## src/rtl/i2s_tx_pkg.sv

```systemverilog
// i2s_tx_pkg: shared frame geometry, word-select encoding and slot bit helper
package i2s_tx_pkg;
    localparam int SLOT_BITS = 32;
    localparam int FRAME_BITS = 64;
    localparam int BIT_W = $clog2(FRAME_BITS);
    localparam int POS_W = $clog2(SLOT_BITS);
    typedef enum logic {LEFT = 1'b0, RIGHT = 1'b1} lr_e;
    // p=0 is the I2S one-bit delay; sample sits MSB-first in p=1..w
    function automatic logic slot_bit(input logic [30:0] f, input logic [POS_W-1:0] p, input logic [4:0] w);
        return (p != '0 && p <= w) ? f[w - p] : 1'b0;
    endfunction
endpackage

```

## src/rtl/i2s_tx_clkgen.sv

```systemverilog
// i2s_tx_clkgen: SCLK divider and frame bit counter with fall/frame strobes
module i2s_tx_clkgen
    import i2s_tx_pkg::*;
#(
    parameter int SCLK_HALF = 8
) (
    input  logic             Clk,
    input  logic             Reset,
    input  logic             Enable,
    output logic             sclk,
    output logic [BIT_W-1:0] nxt_bit,
    output logic             fall_evt,
    output logic             frame_start
);
    localparam int DW = $clog2(SCLK_HALF);
    logic [DW-1:0]    div_cnt;
    logic [BIT_W-1:0] bit_cnt;
    logic             wrap;
    assign wrap        = Enable && div_cnt == DW'(SCLK_HALF - 1);
    assign fall_evt    = wrap && sclk;
    assign frame_start = fall_evt && bit_cnt == BIT_W'(FRAME_BITS - 1);
    assign nxt_bit     = bit_cnt + 1'b1;
    always_ff @(posedge Clk or negedge Reset) begin
        if (!Reset) begin
            div_cnt <= '0;
            sclk    <= 1'b0;
            bit_cnt <= BIT_W'(FRAME_BITS - 1);
        end else if (!Enable) begin
            div_cnt <= '0;
            sclk    <= 1'b0;
            bit_cnt <= BIT_W'(FRAME_BITS - 1);
        end else begin
            div_cnt <= wrap ? '0 : div_cnt + 1'b1;
            if (wrap) sclk <= ~sclk;
            if (fall_evt) bit_cnt <= nxt_bit;
        end
    end
endmodule

```

## src/rtl/i2s_tx.sv

```systemverilog
// i2s_tx: mono PCM to I2S serializer with one-sample hold and underrun flag
module i2s_tx
    import i2s_tx_pkg::*;
#(
    parameter int SAMPLE_W  = 16,
    parameter int SCLK_HALF = 8
) (
    input  logic                Clk,
    input  logic                Reset,
    input  logic                Enable,
    input  logic [SAMPLE_W-1:0] In_Data,
    input  logic                In_Valid,
    output logic                In_Ready,
    input  logic                Clr_Underrun,
    output logic                SCLK,
    output logic                LRCK,
    output logic                SDIN,
    output logic                Frame_Tick,
    output logic                Underrun
);
    logic [BIT_W-1:0]    nxt_bit;
    logic                fall_evt;
    logic                frame_start;
    logic                hold_full;
    logic                accept;
    logic [SAMPLE_W-1:0] hold;
    logic [SAMPLE_W-1:0] frame;

    i2s_tx_clkgen #(.SCLK_HALF(SCLK_HALF)) u_clkgen (
        .Clk         (Clk),
        .Reset       (Reset),
        .Enable      (Enable),
        .sclk        (SCLK),
        .nxt_bit     (nxt_bit),
        .fall_evt    (fall_evt),
        .frame_start (frame_start)
    );

    assign In_Ready = ~hold_full;
    assign accept   = In_Valid && ~hold_full;

    always_ff @(posedge Clk or negedge Reset) begin
        if (!Reset) begin
            hold_full  <= 1'b0;
            hold       <= '0;
            frame      <= '0;
            LRCK       <= 1'b0;
            SDIN       <= 1'b0;
            Frame_Tick <= 1'b0;
            Underrun   <= 1'b0;
        end else begin
            Frame_Tick <= frame_start;
            hold_full  <= accept | (hold_full & ~frame_start);
            if (accept) hold <= In_Data;
            // set wins over a same-cycle clear
            Underrun   <= (frame_start & ~hold_full) | (Underrun & ~Clr_Underrun);
            if (!Enable) begin
                frame <= '0;
                LRCK  <= 1'b0;
                SDIN  <= 1'b0;
            end else if (fall_evt) begin
                LRCK <= nxt_bit[BIT_W-1] ? RIGHT : LEFT;
                SDIN <= slot_bit(31'(frame), nxt_bit[POS_W-1:0], 5'(SAMPLE_W));
                if (frame_start) frame <= hold_full ? hold : '0;
            end
        end
    end
endmodule

```

## config.mk

```make
export PLATFORM = sky130hd
export DESIGN_NAME = i2s_tx
export DESIGN_NICKNAME = d
export VERILOG_FILES = /design/src/rtl/i2s_tx_pkg.sv /design/src/rtl/i2s_tx_clkgen.sv /design/src/rtl/i2s_tx.sv
export SDC_FILE = /design/constraint.sdc
export NUM_CORES = 1
export LEC_CHECK = 0
export ABC_AREA = 0
export CAP_MARGIN = 20
export CORE_UTILIZATION = 40
export DETAILED_ROUTE_END_ITERATION = 10
export MAX_ROUTING_LAYER = met4
export PLACE_DENSITY = 0.74
export SETUP_SLACK_MARGIN = 0.15
export SYNTH_ARGS = -nofsm -noshare
export SYNTH_HDL_FRONTEND = slang
export SYNTH_SLANG_ARGS = --single-unit
```

## constraint.sdc

```tcl
create_clock -name Clk -period 2.2 [get_ports Clk]
set_clock_uncertainty 0.15 [all_clocks]
set_input_delay 0.22 -clock Clk [delete_from_list [all_inputs] [get_ports Clk]]
set_output_delay 0.22 -clock Clk [all_outputs]
set_load 0.05 [all_outputs]
```

==> metrics.yaml <==
worstSkewPairLatency_ps: 300
die_y_um: 74.88
track_usage: 0.1526
rsz0062_at_grt: "yes"
crit_type: "reg2reg"
fin_ws_ps: 150.8
fp.dieW_um: 74.88
io_pins: 27
cts_sinks: 47
routedWlPerCell_um: 13.83
grt_overflow: 0
synth_cell_types: 40
slew_viol_final: 0
grt_pass1_wl_um: 6016
dp_slack_ps: -115.8
avgSynthCellArea_um2: 13.28
p_total_w: 0.001906
num_rows: 26
r2r_cells: 8
clockBufferDepth: 2
portBuffers: 26
drive_gt1_frac: 0.3831
r2r-start: "u_clkgen.div_cnt[0]$_DFF_PN0_"
required_ps: 2240
hpwl_um: 2459
drt_iter0_drc: 60
setup_viol: 0
fmax_mhz: 488.0
first_pass_iters: 4
arrival_ps: 2090
finish.instance_area_mm2: 0.002731
nNetsFinal: 224
syn_nets: 184
wl_um: 3749
hold_class: "in2async"
num_vias: 1350
period_minus_slack_ps: 2049
syn_area_mm2: 0.002125
tightest_slew_ps: 535.5
end_kind: "register"
postPlaceCellArea_mm2: 0.002479
htree_levels: 2
power_density_mw_per_mm2: 697.8
holdWs_ps: 288.2
cts_tree: "built"
ir_drop_v: 0.0004096
viasPerCell: 4.982
maxCapViolations: 0
gp_congestion: 0.7616
yosysWarnings: 0
relSlewSlack: 0.6430
seq_area_frac_synth: 0.5571
p_leak_nw: 1.207
syn2layout_area_growth_pct: 28.56
cts_buffers: 5
cp_max_fo: 16
antenna_cells: 0
grt_pass1_vias: 1319
synth_cells: 160
grt_max_degree: 26
core_mm2: 0.005107
ys_ff_latch: 47
cp-startpoint: "u_clkgen.div_cnt[0]$_DFF_PN0_"
clkTransAtPathRegs_ps: 80
hold_viol: 0
die-area_mm2: 0.005607
ant_nets: 0
status: "finished, final reports clean"
antenna_found_initial: 0
drc: 0
root_buffer: "clkbuf_8"
start_util: 0.4160
fin_crit_sh: 0.9315
startpoint_type: "register"
==> per-stage QoR <==
step,TNS [ps],instances,utilization
final,0,271,0.5348
after global placement,-114.1,255,0.4853
after global routing,0,271,0.5348
after CTS,0,265,0.5159
after floorplan,0,160,-
after detailed placement,-1638,255,0.4853
==> timing repair <==
item | 4_1_cts | 5_1_grt
setup buffers | 1 | 5
endpoints found under the setup margin | 18 | 17
resized for setup | 3 | 11
hold buffers | 1 | 0
hold endpoints to repair | 18 | 0
pin swaps | 0 | 15
cloned | 0 | 1
==> cell type report <==
type                    instances  area [um2]
clock buffers                   6       82.58
clock inverters                 2       35.03
fillers                       463        2376
inverters                       4       15.01
multi-input cells             100       929.6
flip-flops and latches         47        1185
well taps                      70       87.58
repair buffers                 42       396.6
==> cells by family (layout without fill, tap and decap cells) <==
| group | Yosys count | after routing | share of synthesized area |
|---|---|---|---|
| flip-flops | 47 | 47 | 0.5571 |
| AND/OR/NAND/NOR | 41 | 42 | 0.1178 |
| AO/OA/AOI/OAI | 30 | 30 | 0.1143 |
| multiplexers | 21 | 21 | 0.1319 |
| buffers and inverters | 14 | 54 | 0.04475 |
| XOR/XNOR | 4 | 4 | 0.01649 |
| adder cells (fa/ha/maj) | 3 | 3 | 0.01767 |
==> worst max-delay path: stages, from the launching register on <==
cell and delay [ps]:
dfrtp_1 350, ha_2 200, ha_4 150, and2_4 170, and3_4 190, and4_4 270, nor2b_4 60, buf_12 140
a22o_2 250
==> registers in the layout (all words and copies together), names as in the netlist <==
register          flops
u_clkgen.sclk         1
hold_full             1
hold                 16
Underrun              1
SDIN                  1
u_clkgen.div_cnt      3
u_clkgen.bit_cnt      6
LRCK                  1
Frame_Tick            1
frame                16
==> final timing paths <==
check	to	slack, ps
setup / recovery	frame[5]$_DFFE_PN0P_	150
hold / removal	Frame_Tick$_DFF_PN0_	290
setup reg to reg	frame[5]$_DFFE_PN0P_	150
hold reg to reg	frame[9]$_DFFE_PN0P_	340
max in group asynchronous	u_clkgen.bit_cnt[0]$_DFFE_PN1P_	1000
min in group Clk	Underrun$_DFF_PN0_	330
==> placed cells by master (no fill, tap or decap), types with 4 or more instances in the layout <==
master	instances
a22o_1	9
a22o_2	6
buf_4	13
clkbuf_8	6
clkdlybuf4s50_1	24
dfrtp_1	40
dfstp_2	6
inv_1	4
mux2_2	16
mux4_2	4
nand2_1	11
nand3_1	7
o21ai_0	5
==> Yosys cell counts, drive strengths merged <==
| cell | count | area, um2 |
|---|---|---|
| a21o | 1 | 7.510 |
| a21oi | 2 | 10.01 |
| a22o | 16 | 156.4 |
| a31oi | 1 | 6.260 |
| and2 | 2 | 12.51 |
| and3 | 2 | 18.77 |
| and3b | 2 | 20.02 |
| and4 | 1 | 11.26 |
| buf | 6 | 65.05 |
| clkbuf | 4 | 15.01 |
| dfrtp | 41 | 1026 |
| dfstp | 6 | 157.7 |
| ha | 3 | 37.54 |
| inv | 4 | 15.01 |
| mux2 | 16 | 180.2 |
| mux2i | 1 | 10.01 |
| mux4 | 4 | 90.09 |
| nand2 | 12 | 47.55 |
| nand2b | 2 | 12.51 |
| nand3 | 7 | 35.03 |
| nor2 | 2 | 23.77 |
| nor2b | 3 | 21.27 |
| nor3 | 4 | 20.02 |
| nor3b | 2 | 15.01 |
| o211a | 1 | 10.01 |
| o21ai | 6 | 30.03 |
| o22ai | 1 | 6.260 |
| o2bb2ai | 1 | 8.760 |
| o31ai | 1 | 7.510 |
| or3 | 2 | 12.51 |
| xnor2 | 2 | 17.52 |
| xor2 | 2 | 17.52 |
==> report_power, final <==
group	internal (W)	switching [W]	total, W
logic	0.000138	0.0000786	0.000216
registers	0.000984	0.0000637	0.00105
clock network	0.000367	0.000275	0.000642
total	0.00149	0.000417	0.00191
==> layer usage <==
layer / vias to the layer above / track usage / routed length, um
li1: 660 / - / -
met1: 660 / 0.1841 / 1760
met2: 25 / 0.2402 / 1800
met3: 5 / 0.03614 / 125
met4: 0 / 0.07547 / 62
met5: - / - / 0
No activity file was read; power rests on OpenSTA's default activity.
